`config.mk`:
```
export PLATFORM = sky130hd
export DESIGN_NAME = sum_window_accumulator
export DESIGN_NICKNAME = d
export VERILOG_FILES = /design/src/rtl/sum_window_accumulator_pkg.sv /design/src/rtl/sum_window_result_reg.sv /design/src/rtl/sum_window_accumulator.sv
export SDC_FILE = /design/constraint.sdc
export NUM_CORES = 1
export LEC_CHECK = 0
export ABC_AREA = 1
export CORE_UTILIZATION = 35
export CTS_CLUSTER_SIZE = 16
export DETAILED_ROUTE_END_ITERATION = 6
export PLACE_DENSITY = 0.67
export SLEW_MARGIN = 5
export SYNTH_ARGS = -nofsm -noshare
export SYNTH_HDL_FRONTEND = slang
export SYNTH_HIERARCHICAL = 1
export SYNTH_SLANG_ARGS = --single-unit
```
`constraint.sdc`:
```
create_clock -name clk -period 4.7 [get_ports clk]
set_clock_uncertainty 0.05 [all_clocks]
set_input_delay 0.47 -clock clk [delete_from_list [all_inputs] [get_ports clk]]
set_output_delay 0.47 -clock clk [all_outputs]
set_load 0.01 [all_outputs]
```
`src/rtl/sum_window_accumulator_pkg.sv`:
```
// Shared definitions for the sum-window accumulator and its neighbouring adder stage.
package sum_window_accumulator_pkg;

    localparam int SUM_DATA_W = 8;

    typedef enum logic {
        ACCUM = 1'b0,
        HOLD  = 1'b1
    } swa_state_e;

    function automatic int clog2(input int value);
        int r;
        r = 0;
        while ((1 << r) < value) r++;
        return r;
    endfunction

endpackage

```
`src/rtl/sum_window_result_reg.sv`:
```
// Output record register: loads a closed window, holds it until the consumer
// takes it, and numbers records with a wrapping sequence counter.
module sum_window_result_reg #(
    parameter int DATA_W = 8,
    parameter int ACC_W  = 10,
    parameter int CNT_W  = 3
) (
    input  logic              clk,
    input  logic              rst,
    input  logic              load_i,
    input  logic [ACC_W-1:0]  total_i,
    input  logic [DATA_W-1:0] mean_i,
    input  logic [CNT_W-1:0]  count_i,
    input  logic              partial_i,
    input  logic              out_ready_i,
    output logic              out_valid_o,
    output logic [ACC_W-1:0]  out_total_o,
    output logic [DATA_W-1:0] out_mean_o,
    output logic [CNT_W-1:0]  out_count_o,
    output logic              out_partial_o,
    output logic [7:0]        out_seq_o
);

    logic              valid_q,   valid_d;
    logic [ACC_W-1:0]  total_q,   total_d;
    logic [DATA_W-1:0] mean_q,    mean_d;
    logic [CNT_W-1:0]  count_q,   count_d;
    logic              partial_q, partial_d;
    logic [7:0]        seq_q,     seq_d;

    // load and pop never coincide: loads happen only while the record is empty
    always_comb begin
        valid_d   = valid_q;
        total_d   = total_q;
        mean_d    = mean_q;
        count_d   = count_q;
        partial_d = partial_q;
        seq_d     = seq_q;
        if (load_i) begin
            valid_d   = 1'b1;
            total_d   = total_i;
            mean_d    = mean_i;
            count_d   = count_i;
            partial_d = partial_i;
        end else if (valid_q && out_ready_i) begin
            valid_d = 1'b0;
            seq_d   = seq_q + 8'd1;
        end
    end

    always_ff @(posedge clk) begin
        if (rst) begin
            valid_q   <= 1'b0;
            total_q   <= '0;
            mean_q    <= '0;
            count_q   <= '0;
            partial_q <= 1'b0;
            seq_q     <= '0;
        end else begin
            valid_q   <= valid_d;
            total_q   <= total_d;
            mean_q    <= mean_d;
            count_q   <= count_d;
            partial_q <= partial_d;
            seq_q     <= seq_d;
        end
    end

    assign out_valid_o   = valid_q;
    assign out_total_o   = total_q;
    assign out_mean_o    = mean_q;
    assign out_count_o   = count_q;
    assign out_partial_o = partial_q;
    assign out_seq_o     = seq_q;

endmodule

```
`src/rtl/sum_window_accumulator.sv`:
```
// Accumulates adder-stage sums over a fixed window (or a flushed partial one)
// and presents one total/mean/count record per window.
module sum_window_accumulator
    import sum_window_accumulator_pkg::*;
#(
    parameter int DATA_W = SUM_DATA_W,
    parameter int WINDOW = 4,
    localparam int LOG2_WIN = clog2(WINDOW),
    localparam int ACC_W    = DATA_W + LOG2_WIN
) (
    input  logic                clk,
    input  logic                rst,
    input  logic [DATA_W-1:0]   in_data,
    input  logic                in_valid,
    output logic                in_ready,
    input  logic                flush,
    output logic                out_valid,
    input  logic                out_ready,
    output logic [ACC_W-1:0]    out_total,
    output logic [DATA_W-1:0]   out_mean,
    output logic [LOG2_WIN:0]   out_count,
    output logic                out_partial,
    output logic [7:0]          out_seq
);

    localparam logic [LOG2_WIN:0] WIN_CNT = WINDOW[LOG2_WIN:0];

    swa_state_e        state_q, state_d;
    logic [ACC_W-1:0]  acc_q, acc_d, acc_n;
    logic [LOG2_WIN:0] cnt_q, cnt_d, cnt_n;
    logic              accept, close, pop, partial_n;
    logic [DATA_W-1:0] mean_n;

    assign accept = in_valid & in_ready;
    assign pop    = out_valid & out_ready;

    // Window contents as they stand once this cycle's sample (if any) is in
    assign acc_n = accept ? acc_q + {{LOG2_WIN{1'b0}}, in_data} : acc_q;
    assign cnt_n = accept ? cnt_q + 1'b1 : cnt_q;

    // An empty window ignores flush since cnt_n stays zero
    assign close     = (state_q == ACCUM) && ((cnt_n == WIN_CNT) || (flush && (cnt_n != '0)));
    assign partial_n = (cnt_n != WIN_CNT);
    assign mean_n    = partial_n ? '0 : acc_n[ACC_W-1:LOG2_WIN];

    always_ff @(posedge clk) begin
        if (rst) state_q <= ACCUM;
        else     state_q <= state_d;
    end

    always_comb begin
        state_d = state_q;
        case (state_q)
            ACCUM:   if (close) state_d = HOLD;
            HOLD:    if (pop)   state_d = ACCUM;
            default: state_d = ACCUM;
        endcase
    end

    always_comb begin
        in_ready = (state_q == ACCUM) && !rst;
    end

    always_comb begin
        acc_d = acc_q;
        cnt_d = cnt_q;
        if (state_q == ACCUM) begin
            acc_d = acc_n;
            cnt_d = cnt_n;
        end else if (pop) begin
            acc_d = '0;
            cnt_d = '0;
        end
    end

    always_ff @(posedge clk) begin
        if (rst) begin
            acc_q <= '0;
            cnt_q <= '0;
        end else begin
            acc_q <= acc_d;
            cnt_q <= cnt_d;
        end
    end

    sum_window_result_reg #(
        .DATA_W (DATA_W),
        .ACC_W  (ACC_W),
        .CNT_W  (LOG2_WIN + 1)
    ) u_result (
        .clk           (clk),
        .rst           (rst),
        .load_i        (close),
        .total_i       (acc_n),
        .mean_i        (mean_n),
        .count_i       (cnt_n),
        .partial_i     (partial_n),
        .out_ready_i   (out_ready),
        .out_valid_o   (out_valid),
        .out_total_o   (out_total),
        .out_mean_o    (out_mean),
        .out_count_o   (out_count),
        .out_partial_o (out_partial),
        .out_seq_o     (out_seq)
    );

endmodule
```
# After elaboration in Yosys (flattened, before gate mapping)
# Cells that the tools add are included.
# Widths: inputs -> output; s select.
[totals]
romBits = 0
ram_bits = 0
output_inout_bits = 32
memories = 0
latchBits = 0
regBits = 45
[classes]
n_shift = 0
div_mod_pow = 0
n_mul = 0
n_bitwise = 4
magnitude_cmp = 0
addsub = 3
muxes = 12
reduce_logical = 9
n_eq_ne = 3
[op_table]
columns = ["cell", "count"]
rows = [
  ["$mux 10", 3],
  ["$add 10x8->10", 1],
  ["$mux 3", 3],
  ["$add 8x1->8 const B", 1],
  ["$mux 8", 1],
  ["$logic_and 1x1->1", 4],
  ["$mux 1", 4],
  ["$add 3x1->3 const B", 1],
  ["$eq 3x3->1 const B", 1],
  ["$ne 3x3->1 const B", 1],
  ["$reduce_bool 3->1", 1],
  ["$and 1x1->1", 2],
  ["$ne 2x1->1 const B", 1],
  ["$not 1->1", 2],
  ["$pmux 1 s2", 1],
  ["$reduce_and 2->1", 1],
  ["$reduce_bool 2->1", 1],
  ["$logic_not 1->1", 1],
  ["$logic_or 1x1->1", 1],
]

# Logic depth before layout (Yosys ltp)
# Gate-level depths: netlist of the first run.
[logic_depth]
word_depth = 10
mapped_depth = 16

# By module
# The synthesis of the first run kept the hierarchy.
[modules_own_cells]
columns = ["mod", "area_each_um2", "cells_per_inst", "instances"]
rows = [
  ["sum_window_accumulator", 1242.4, 193, 1],
  ["sum_window_result_reg", 1228.7, 167, 1],
]

# Worst setup path after synthesis of the first run
# OpenSTA, ideal clock, no wires.
[synth_timing]
path_type = "input-to-reg"
from = "in rst"
to = "reg u_result.partial_q, in the netlist u_result/out_partial_o"
setup_time_ns = 0.116
arrival_ns = 1.946
t_required_ns = 4.534
n_path_buf = 1
path_slack_ns = 2.588
cell_stages = 12
cell_sequence = "nor2_4 -> nand2_4 -> xnor2_2 -> nor2_4 -> nand2_4 -> nand2_2 -> inv_2 -> nor2_1 -> inv_2 -> buf_2 -> nor2_1 -> nor2_1"
[synth_via]
word_cells_on_any_way = 10
classes_between = "2 x eq/ne; 1 x mux; 1 x bitwise; 6 x reduce/logical"
[synth_rtl]
columns = ["item", "line_no", "text"]
rows = [
  ["start: declaration", "sum_window_accumulator.sv:12", "input logic rst,"],
  ["$logic_not 1->1", "sum_window_accumulator.sv:61", "in_ready = (state_q == ACCUM) && !rst;"],
  ["$logic_and 1x1->1", "sum_window_accumulator.sv:61", ""],
  ["$and 1x1->1", "sum_window_accumulator.sv:34", "assign accept = in_valid & in_ready;"],
  ["$mux 3", "sum_window_accumulator.sv:39", "assign cnt_n = accept ? cnt_q + 1'b1 : cnt_q;"],
  ["via cnt_n[0]", "sum_window_accumulator.sv:30", "logic [LOG2_WIN:0] cnt_q, cnt_d, cnt_n;"],
  ["$ne 3x3->1", "sum_window_accumulator.sv:43", "assign partial_n = (cnt_n != WIN_CNT);"],
  ["via partial_n", "sum_window_accumulator.sv:31", "logic accept, close, pop, partial_n;"],
  ["end signal: assignment", "sum_window_result_reg.sv:64", "partial_q <= partial_d;"],
  ["end: declaration", "sum_window_result_reg.sv:28", "logic partial_q, partial_d;"],
]
# The timed path passes the listed nets, and every way through them passes these cells.
# A chain may end at the register's enable or synchronous reset.

# Final worst setup path of the first run
[layout_timing]
from = "in rst"
to = "reg u_result.seq_q[4], in the netlist u_result/out_seq_o[4]"
[layout_via]
elab_chain_cells = 10
word_cells_on_any_way = 11
classes_between = "1 x eq/ne; 1 x mux; 2 x bitwise; 7 x reduce/logical"
[layout_rtl]
columns = ["item", "line_no", "text"]
rows = [
  ["$logic_not 1->1 *", "sum_window_accumulator.sv:61", ""],
  ["$logic_and 1x1->1 *", "sum_window_accumulator.sv:61", ""],
  ["$and 1x1->1 *", "sum_window_accumulator.sv:34", ""],
  ["$mux 3 *", "sum_window_accumulator.sv:39", ""],
  ["via cnt_n[1]", "sum_window_accumulator.sv:30", ""],
  ["$reduce_bool 3->1", "sum_window_accumulator.sv:42", "assign close = (state_q == ACCUM) && ((cnt_n == WIN_CNT) || (flush && (cnt_n != '0)));"],
  ["$logic_and 1x1->1", "sum_window_accumulator.sv:42", ""],
  ["$logic_or 1x1->1 *", "sum_window_accumulator.sv:42", ""],
  ["$logic_and 1x1->1 *", "sum_window_accumulator.sv:42", ""],
  ["via close", "sum_window_accumulator.sv:31", ""],
  ["$not 1->1 (no line) *", "-", ""],
  ["$reduce_and 2->1 (no line) *", "-", ""],
  ["end signal: assignment", "sum_window_result_reg.sv:65", "seq_q <= seq_d;"],
  ["end: declaration", "sum_window_result_reg.sv:29", "logic [7:0] seq_q, seq_d;"],
]
# Mark *: on every way through the listed nets, which the timed path passes. The rest lies on a longest branch.

==> metrics.csv, run 1 <==
metric;value;unit
outcome;complete, no violations;
final worst path period need;3158;ps
port buffer count;44;
final setup fails;0;
Mean Syn Cell Area;6.864;um^2
relative slew slack;0.5064;
Worst setup SP type;input pin;
crit-path cells;clkdlybuf4s50_1 > inv_1 > nand2_4 > nor2_4 > nand2_1 > nand2_4 > nor2_4 > nand2_4 > nand2_2 > inv_2 > nor2_1 > buf_4 > inv_2 > nand3_4 > nor2_2 > nand2_1 > nand2_1 > nor2_1;
DRT iter0 DRCs;84;
worst path arrival time;3300;ps
fmax;0.3167;GHz
Worst R2R End;u_result/out_seq_o[4]$_SDFFE_PP0P_;
via density per instance;4.488;
DR WL/cell;11.21;um
final WL;5.605;mm
cell family with most CP delay;simple AND/OR/NAND/NOR gates;
total setup buffers inserted after CTS;0;
Worst EP required;4850;ps
crit-path max FO;24;
Max-Cap Viols;0;
DIE WIDTH;86.03;um
Layout area overhead;25.67;%
Setup CP Type;in2reg;
WHS Path Cells;2;
share of layout cells above drive strength 1;0.08663;
flops & latches, synth;45;
peak supply drop;0.1773;mV
Final nets;427;
Synth Instances;360;
total core area;0.006794;mm^2
largest net degree at the start of global routing;30;
CP endpoint kind;register;
CTS tree;yes;
CTS resizes;0;
initial antenna violation count;0;
power per cell area;349.6;mW/mm^2
slowest CP cell;clkdlybuf4s50_1;
post-route setup TNS;0;ps
clk root buf;clkbuf_8;
Clock Tree Buf Depth;2;
dpl hpwl;4.266;mm
I/O Pins;45;
main flop type after synthesis;dfxtp_1;
Cell Rows;30;
cells on worst reg2reg path;17;
Finished Core Util;0.4571;
r2r setup slk;2020;ps
GRT Residual Overflow;0;
fin crit share;0.6719;
# H-tree levels;2;
Final Hold Vio Count;0;
Lkg Pwr;1.433;nW
die height;86.03;um
vias in the first global route;2104;
RSZ-0062 raised after global routing;false;
starting density of the core;0.3637;
Hold Buf Count CTS;0;
DRC violations left;0;
Via Count;2244;
post-synthesis cell area;0.002471;mm^2
ANT nets after route;0;
clock sinks;45;
hold endpoint;acc_q[9]$_SDFFE_PP0P_;
clk_lat worst skew;290;ps
die area;0.007400;mm^2
drt pass-1 iters;4;
async set-reset flop share out of synthesis;0;
YS warnings;6;
Min-Delay Startpoint;acc_q[9]$_SDFFE_PP0P_;
CTS clk-pin slew, worst paths;90;ps
Unique masters post-synth;29;
measured slew at the worst slew-check pin;739.6;ps
CP bufs+invs;5;
gp weighted congestion;0.8402;
# diodes;0;
syn_nets;384;
first-pass GRT wire length;9.397;mm
All-Layer GR Usage;0.1586;
EDFF count, synth;0;
fin. max-slew vios;0;
CP max stage delay;580;ps
Hold WC Path Type;reg2reg;
Fillers;715;
r2r startpoint;state_q$_SDFF_PP0_;
sequential fraction of the synthesis area;0.3646;
CTS buffer count;5;
[cell usage in the layout (no fill, tap or decap), drive strengths merged]
master         instances
xor2                   1
nand3                 26
clkinvlp               1
clkbuf                 5
dfxtp                 45
bufinv                 1
and3                   1
a22o                   3
buf                    1
ha                    10
or2                    5
o21bai                 2
nand3b                 1
xnor2                  3
inv                   43
nand2                 97
fa                     1
nor2                  73
clkdlybuf4s50         44
a21oi                  8
o21ai                 32
clkinv                 1
[state kept, by name, indices dropped and copies added, names as in the netlist]
register	flops
u_result/out_count_o	3
cnt_q	3
u_result/out_total_o	10
u_result/out_valid_o	1
acc_q	10
state_q	1
u_result/out_mean_o	8
u_result/out_partial_o	1
u_result/out_seq_o	8
[cells in the mapped netlist (2+ instances only)]
cell	count	share of area
dfxtp_1	45	0.36
a21oi_1	8	0.016
nand3_1	25	0.051
xnor2_1	2	0.0071
nor2_4	4	0.018
a22o_1	3	0.011
nand2_1	90	0.14
or2_2	4	0.010
o21bai_1	2	0.0061
inv_2	3	0.0046
buf_4	2	0.0061
nor2_1	65	0.099
inv_1	40	0.061
o21ai_1	15	0.030
nand2_2	2	0.0051
ha_1	10	0.051
nand2_4	5	0.023
o21ai_0	16	0.032
buf_2	6	0.012
nor2_2	4	0.010
[final cells by class]
class | count | area, um^2 | share of cell area
Multi-Input combinational cell | 263 | 1360 | 0.4380
Clock buffer | 5 | 68.82 | 0.02216
Inverter | 43 | 161.4 | 0.05197
Tap cell | 96 | 120.1 | 0.03868
Sequential cell | 45 | 900.9 | 0.2901
Timing Repair Buffer | 45 | 447.9 | 0.1442
Clock inverter | 3 | 46.29 | 0.01491
[power by group]
group	internal [W]	switching [W]
clock	0.000159	0.000136
combinational	0.000143	0.000184
sequential	0.000429	0.0000346
total	0.000731	0.000355
[routing by layer]
| layer | track usage | share of wire | vias up | routed length, um |
|---|---|---|---|---|
| met2 | 0.2590 | 0.44 | 35 | 2490 |
| li1 | - | - | 1217 | - |
| met4 | 0.05455 | 0.016 | 0 | 89 |
| met3 | 0.02791 | 0.029 | 7 | 161 |
| met1 | 0.2106 | 0.51 | 985 | 2864 |
| met5 | 0 | 0 | - | 0 |
[how the worst max path moves through the flow]
stage          startpoint                                  end  slack, ps  depth (start not counted)
3_3_place_gp          rst   u_result/out_seq_o[6]$_SDFFE_PP0P_       1290                         18
5_1_grt               rst   u_result/out_seq_o[6]$_SDFFE_PP0P_       1270                         18
3_5_place_dp          rst   u_result/out_seq_o[4]$_SDFFE_PP0P_       1220                         18
4_1_cts               rst   u_result/out_seq_o[4]$_SDFFE_PP0P_       1530                         18
2_1_floorplan         rst  u_result/out_partial_o$_SDFFE_PP0P_       2590                         12
6_report              rst   u_result/out_seq_o[4]$_SDFFE_PP0P_       1540                         18
[metrics by stage]
| stage | setup slack (ps) | instance area, um^2 | hold slack [ps] | cells | total power (W) |
|---|---|---|---|---|---|
| after floorplan | 2588 | 2471 | 388.5 | 360 | 0.0006710 |
| after detailed placement | 1217 | 2990 | 408.9 | 492 | 0.0007998 |
| after CTS | 1526 | 3105 | 424.3 | 500 | 0.001095 |
| after global routing | 1271 | 3105 | 441.6 | 500 | 0.001153 |
| after global placement | 1295 | 2990 | 399.5 | 492 | 0.0007969 |
| final | 1542 | 3105 | 423.4 | 500 | 0.001086 |
[cells by family after synthesis]
family          share of synthesized area
simple gates                       0.3676
buf+inv                           0.08506
compound gates                    0.09924
flops                              0.3646
fa+ha+maj                         0.05873
xor+xnor                          0.02481
[worst register-to-register path, cell delays in order, from the launching register on]
cell and delay, ps:
dfxtp_1 370, inv_2 110, nand2_4 80, nor2_4 300
nand2_1 150, nand2_4 120, nor2_4 50, nand2_4 130
nand2_2 60, inv_2 60, nor2_1 40, buf_4 210
inv_2 330, nand3_4 180, nor2_2 160, nand2_1 70
nand2_1 70, nor2_1 60
(Power assumes the default switching activity.)
==> run 2, diff against run 1 <==
Settings changed: PLACE_DENSITY 0.67 to 0.69.
Clock period 4.7 ns to 2.9 ns, I/O delays scaled along.
==> run 2 against run 1 <==
  * Via count up 1.9%
  * Clock power increased by 42%
  * Critical path depth shrank 3
  * Non-clock buffer count increased by 6
  * First-iteration DRC count decreased by 4.8%
  * Clock-buffer cell count is 2 higher
  * Critical path type unchanged
  * Critical endpoint is now u_result/out_seq_o[5]$_SDFFE_PP0P_
==> metrics.csv, run 2 (same netlist as run 1, synthesis figures left out) <==
metric;value;unit;change
outcome;complete, no violations;;
Setup CP Type;in2reg;;
die height;86.03;um;unchanged
clk root buf;clkbuf_8;;
starting density of the core;0.3637;;unchanged
DIE WIDTH;86.03;um;unchanged
total setup buffers inserted after CTS;0;;unchanged
Layout area overhead;26.94;%;
total core area;0.006794;mm^2;unchanged
fin. max-slew vios;0;;unchanged
DR WL/cell;11.20;um;about the same
vias in the first global route;2110;;+0.29%
Cell Rows;30;;unchanged
CP endpoint kind;register;;
crit-path max FO;12;;-50%
CTS tree;yes;;
cell family with most CP delay;simple AND/OR/NAND/NOR gates;;
initial antenna violation count;0;;unchanged
CP max stage delay;480;ps;-100 ps
via density per instance;4.520;;+0.71%
Max-Cap Viols;0;;unchanged
ANT nets after route;0;;unchanged
Worst setup SP type;input pin;;
final WL;5.668;mm;+1.1%
share of layout cells above drive strength 1;0.1000;;+0.01337
post-route setup TNS;0;ps;unchanged
final setup fails;0;;unchanged
Lkg Pwr;1.463;nW;+2.1%
largest net degree at the start of global routing;30;;unchanged
All-Layer GR Usage;0.1632;;+0.004572
GRT Residual Overflow;0;;unchanged
DRC violations left;0;;unchanged
most frequent cells in the layout;nand2_1, nor2_1, dfxtp_1;;
Final nets;433;;+1.4%
hold_ws;425.9;ps;+2.506 ps
die area;0.007400;mm^2;unchanged
CTS clk-pin slew, worst paths;80;ps;about the same
relative slew slack;0.4922;;-0.01422
# diodes;0;;unchanged
RSZ-0062 raised after global routing;false;;
measured slew at the worst slew-check pin;760.9;ps;+21.31 ps
clock sinks;45;;unchanged
peak supply drop;0.2922;mV;+65%
worst path arrival time;2410;ps;-890 ps
drt pass-1 iters;4;;unchanged
power per cell area;547.8;mW/mm^2;+57%
Hold WC Path Type;reg2reg;;
slowest CP cell;clkdlybuf4s50_1;;
most common cell after layout, fill and taps aside;nand2_1;;
Clock Tree Buf Depth;2;;unchanged
# H-tree levels;2;;unchanged
fmax;0.4506;GHz;
gp weighted congestion;0.8136;;-3.2%
Final Hold Vio Count;0;;unchanged
final worst path period need;2219;ps;
dpl hpwl;4.305;mm;+0.91%
first-pass GRT wire length;9.653;mm;+2.7%
CTS resizes;0;;unchanged
DRT iter0 DRCs;80;;-4.8%
crit-path cells;clkdlybuf4s50_1 > nor2_4 > nand2_4 > xnor2_2 > nor2_4 > nand2_4 > nand2_2 > inv_2 > nor2_1 > buf_4 > nor2_2 > nand3_1 > nand2_1 > inv_1 > nor2_2;;
CTS buffer count;5;;unchanged
Hold Buf Count CTS;0;;unchanged
CP bufs+invs;4;;-1
I/O Pins;45;;unchanged
clk_lat worst skew;290;ps;about the same
fin crit share;0.7653;;
Worst EP required;3090;ps;-1760 ps
port buffer count;44;;unchanged
Via Count;2287;;+1.9%
run 2: cell type report:
cell class	instances	area, um^2
fill	674	3657
multi-input combinational	263	1360
sequential	45	900.9
timing repair buffer	51	493.0
inverter	43	161.4
tap	96	120.1
clock buffer	7	96.34
clock inverter	1	5.005
run 2: path summary, 6_finish.rpt:
check,from,end,depth (start not counted),slack (ps)
setup / recovery,rst,u_result/out_seq_o[5]$_SDFFE_PP0P_,15,680
hold / removal,acc_q[9]$_SDFFE_PP0P_,acc_q[9]$_SDFFE_PP0P_,2,430
setup reg to reg,state_q$_SDFF_PP0_,u_result/out_seq_o[7]$_SDFFE_PP0P_,16,780
hold reg to reg,acc_q[9]$_SDFFE_PP0P_,acc_q[9]$_SDFFE_PP0P_,2,430
run 2: per-stage QoR:
stage               power (W)  utilization  setup slack [ps]  instances  area, um^2
floorplan            0.001087            -             919.6        360        2471
global placement     0.001302       0.4468             444.8        498        3035
detailed placement   0.001310       0.4468             392.6        498        3035
CTS                  0.001736       0.4617             692.3        506        3137
global route         0.001831       0.4617             449.9        506        3137
finish               0.001718       0.4617             680.6        506        3137
run 2: worst register-to-register path, cell delays in order, from the launching register on:
cell and delay, ps:
dfxtp_1 450, inv_2 90, nand2_4 120, nor2_4 50
nand2_1 100, nand2_4 80, nor2_4 130, nand2_4 100
nand2_2 80, inv_2 40, nor2_1 190, buf_4 230
nor2_2 90, nand3_1 80, nand2_1 50, inv_1 60
nor2_2 30
run 2: power breakdown:
group / switching [W] / internal (W)
Combinational: 0.000303 / 0.000244
Clock: 0.000205 / 0.000215
Sequential: 0.0000559 / 0.000695
run 2: metal layers:
| layer | vias to the layer above | track usage | part of all wire |
|---|---|---|---|
| li1 | 1216 | - | - |
| met1 | 1030 | 0.2161 | 0.50 |
| met2 | 35 | 0.2670 | 0.45 |
| met3 | 6 | 0.02984 | 0.038 |
| met4 | 0 | 0.05455 | 0.014 |
| met5 | - | 0 | 0 |
==> run 3, diff against run 2 <==
Clock period 2.9 ns to 2 ns, I/O delays scaled along.
==> run 3 against run 2 <==
  * Via count increased by 3.1%
  * Clock-buffer cell count unchanged
  * Utilization increased by 4.0 points
  * Largest cell class unchanged
==> metrics.csv, run 3 (same netlist as run 1, synthesis figures left out) <==
metric;value;unit;change
Hold Buf Count CTS;0;;unchanged
CTS buffer count;5;;unchanged
DIE WIDTH;86.03;um;unchanged
Hold WC Path Type;in2reg;;
total core area;0.006794;mm^2;unchanged
starting density of the core;0.3637;;unchanged
final WL;6.007;mm;+6.0%
power per cell area;806.7;mW/mm^2;+47%
die area;0.007400;mm^2;unchanged
clk_lat worst skew;300;ps;about the same
Final Hold Vio Count;0;;unchanged
first-pass GRT wire length;9.749;mm;+0.99%
largest net degree at the start of global routing;25;;-17%
via density per instance;4.464;;-1.2%
most common cell after layout, fill and taps aside;nand2_1;;
fin crit share;0.9281;;
share of layout cells above drive strength 1;0.1620;;+0.06204
Max-Cap Viols;0;;unchanged
outcome;complete, no violations;;
All-Layer GR Usage;0.1670;;+0.003756
CTS tree;yes;;
gp weighted congestion;0.8129;;about the same
fmax;0.5387;GHz;
drt pass-1 iters;4;;unchanged
final worst path period need;1856;ps;
relative slew slack;0.8368;;+0.3447
most frequent cells in the layout;nand2_1, nor2_1, dfxtp_1;;
# diodes;0;;unchanged
worst path arrival time;2010;ps;-400 ps
Setup CP Type;reg2reg;;
port buffer count;44;;unchanged
# H-tree levels;2;;unchanged
total setup buffers inserted after CTS;0;;unchanged
DRT iter0 DRCs;99;;+24%
vias in the first global route;2130;;+0.95%
Final nets;455;;+5.1%
Min-Delay Startpoint;rst;;
GRT Residual Overflow;0;;unchanged
Finished Core Util;0.5015;;+0.03978
Layout area overhead;37.87;%;
fin. max-slew vios;0;;unchanged
peak supply drop;0.3831;mV;+31%
Lkg Pwr;1.613;nW;+10%
DR WL/cell;11.38;um;+1.6%
Cell Rows;30;;unchanged
clk root buf;clkbuf_8;;
Via Count;2357;;+3.1%
dpl hpwl;4.549;mm;+5.7%
clock sinks;45;;unchanged
Non-Filler Instances;528;;+4.3%
measured slew at the worst slew-check pin;243.1;ps;-517.8 ps
initial antenna violation count;0;;unchanged
r2r startpoint;state_q$_SDFF_PP0_;;
DRC violations left;0;;unchanged
Worst setup SP type;register;;
Final Cell Area;0.003407;mm^2;+8.6%
CTS clk-pin slew, worst paths;90;ps;about the same
final setup fails;0;;unchanged
Worst EP required;2150;ps;-940 ps
die height;86.03;um;unchanged
CP endpoint kind;register;;
I/O Pins;45;;unchanged
crit-path max FO;6;;-6
Setup crit start;state_q$_SDFF_PP0_;;
Clock Tree Buf Depth;2;;unchanged
placed instance count;520;;+4.4%
RSZ-0062 raised after global routing;true;;
Placed Area;0.003238;mm^2;+6.7%
ANT nets after route;0;;unchanged
run 3: changes by cell type in the layout (fill, tap and decap cells not counted), sizes merged:
cell / delta
buf: +22
bufinv: +1
clkdlybuf4s50: -2
clkinv: -1
dlymetal6s2s: +2
run 3: where the power goes:
part / switching, W / internal, W
sequential: 0.0000848 / 0.00101
combinational: 0.000473 / 0.000459
clock: 0.000314 / 0.000408
total: 0.000872 / 0.00188
run 3: per-stage QoR:
stage	hold slack [ps]	setup slack [ps]	setup TNS [ps]	total power, W
finish	289.6	143.8	0	0.002748
global route	311.2	-10.79	-14.36	0.002909
floorplan	219.1	19.61	0	0.001577
detailed placement	406.1	-356.1	-8485	0.002016
CTS	428.6	5.401	0	0.002739
global placement	396.7	-234.0	-5447	0.001999
run 3: path summary, 6_finish.rpt:
check | slack, ps | endpoint | cells past startpoint
setup / recovery | 140 | u_result/out_seq_o[6]$_SDFFE_PP0P_ | 16
hold / removal | 290 | u_result/out_seq_o[2]$_SDFFE_PP0P_ | 3
hold reg to reg | 430 | acc_q[7]$_SDFFE_PP0P_ | 2
setup reg to reg | 140 | u_result/out_seq_o[6]$_SDFFE_PP0P_ | 16
run 3: metal layers:
layer | global-route usage | part of all wire
met1 | 0.2230 | 0.49
met2 | 0.2792 | 0.46
met3 | 0.02695 | 0.035
met4 | 0.04394 | 0.010
met5 | 0 | 0
run 3: cell type report:
class / instances / area, um^2
Timing Repair Buffer: 73 / 700.7
Multi-Input combinational cell: 263 / 1403
Tap cell: 96 / 120.1
Clock buffer: 7 / 86.33
Inverter: 43 / 161.4
Clock inverter: 1 / 30.03
Fill cell: 663 / 3387
Sequential cell: 45 / 905.9
run 3: what timing repair did:
action / 4_1_cts / 5_1_grt
endpoints found under the setup margin: 4 / 32
resized for setup: 2 / 11
pin swaps: 0 / 1
run 3: critical path, cell delays in order, from the launching register on:
cell and delay (ps):
dfxtp_4 380, inv_2 90, nand2_4 70, nor2_4 120, nand2_1 100, nand2_4 110, nor2_4 50, nand2_4 70
nand2_2 50, inv_2 60, nor2_2 50, inv_2 110, nand3_4 120, nor2_2 150, nand3_1 80, nand2_1 60
nor2_1 40
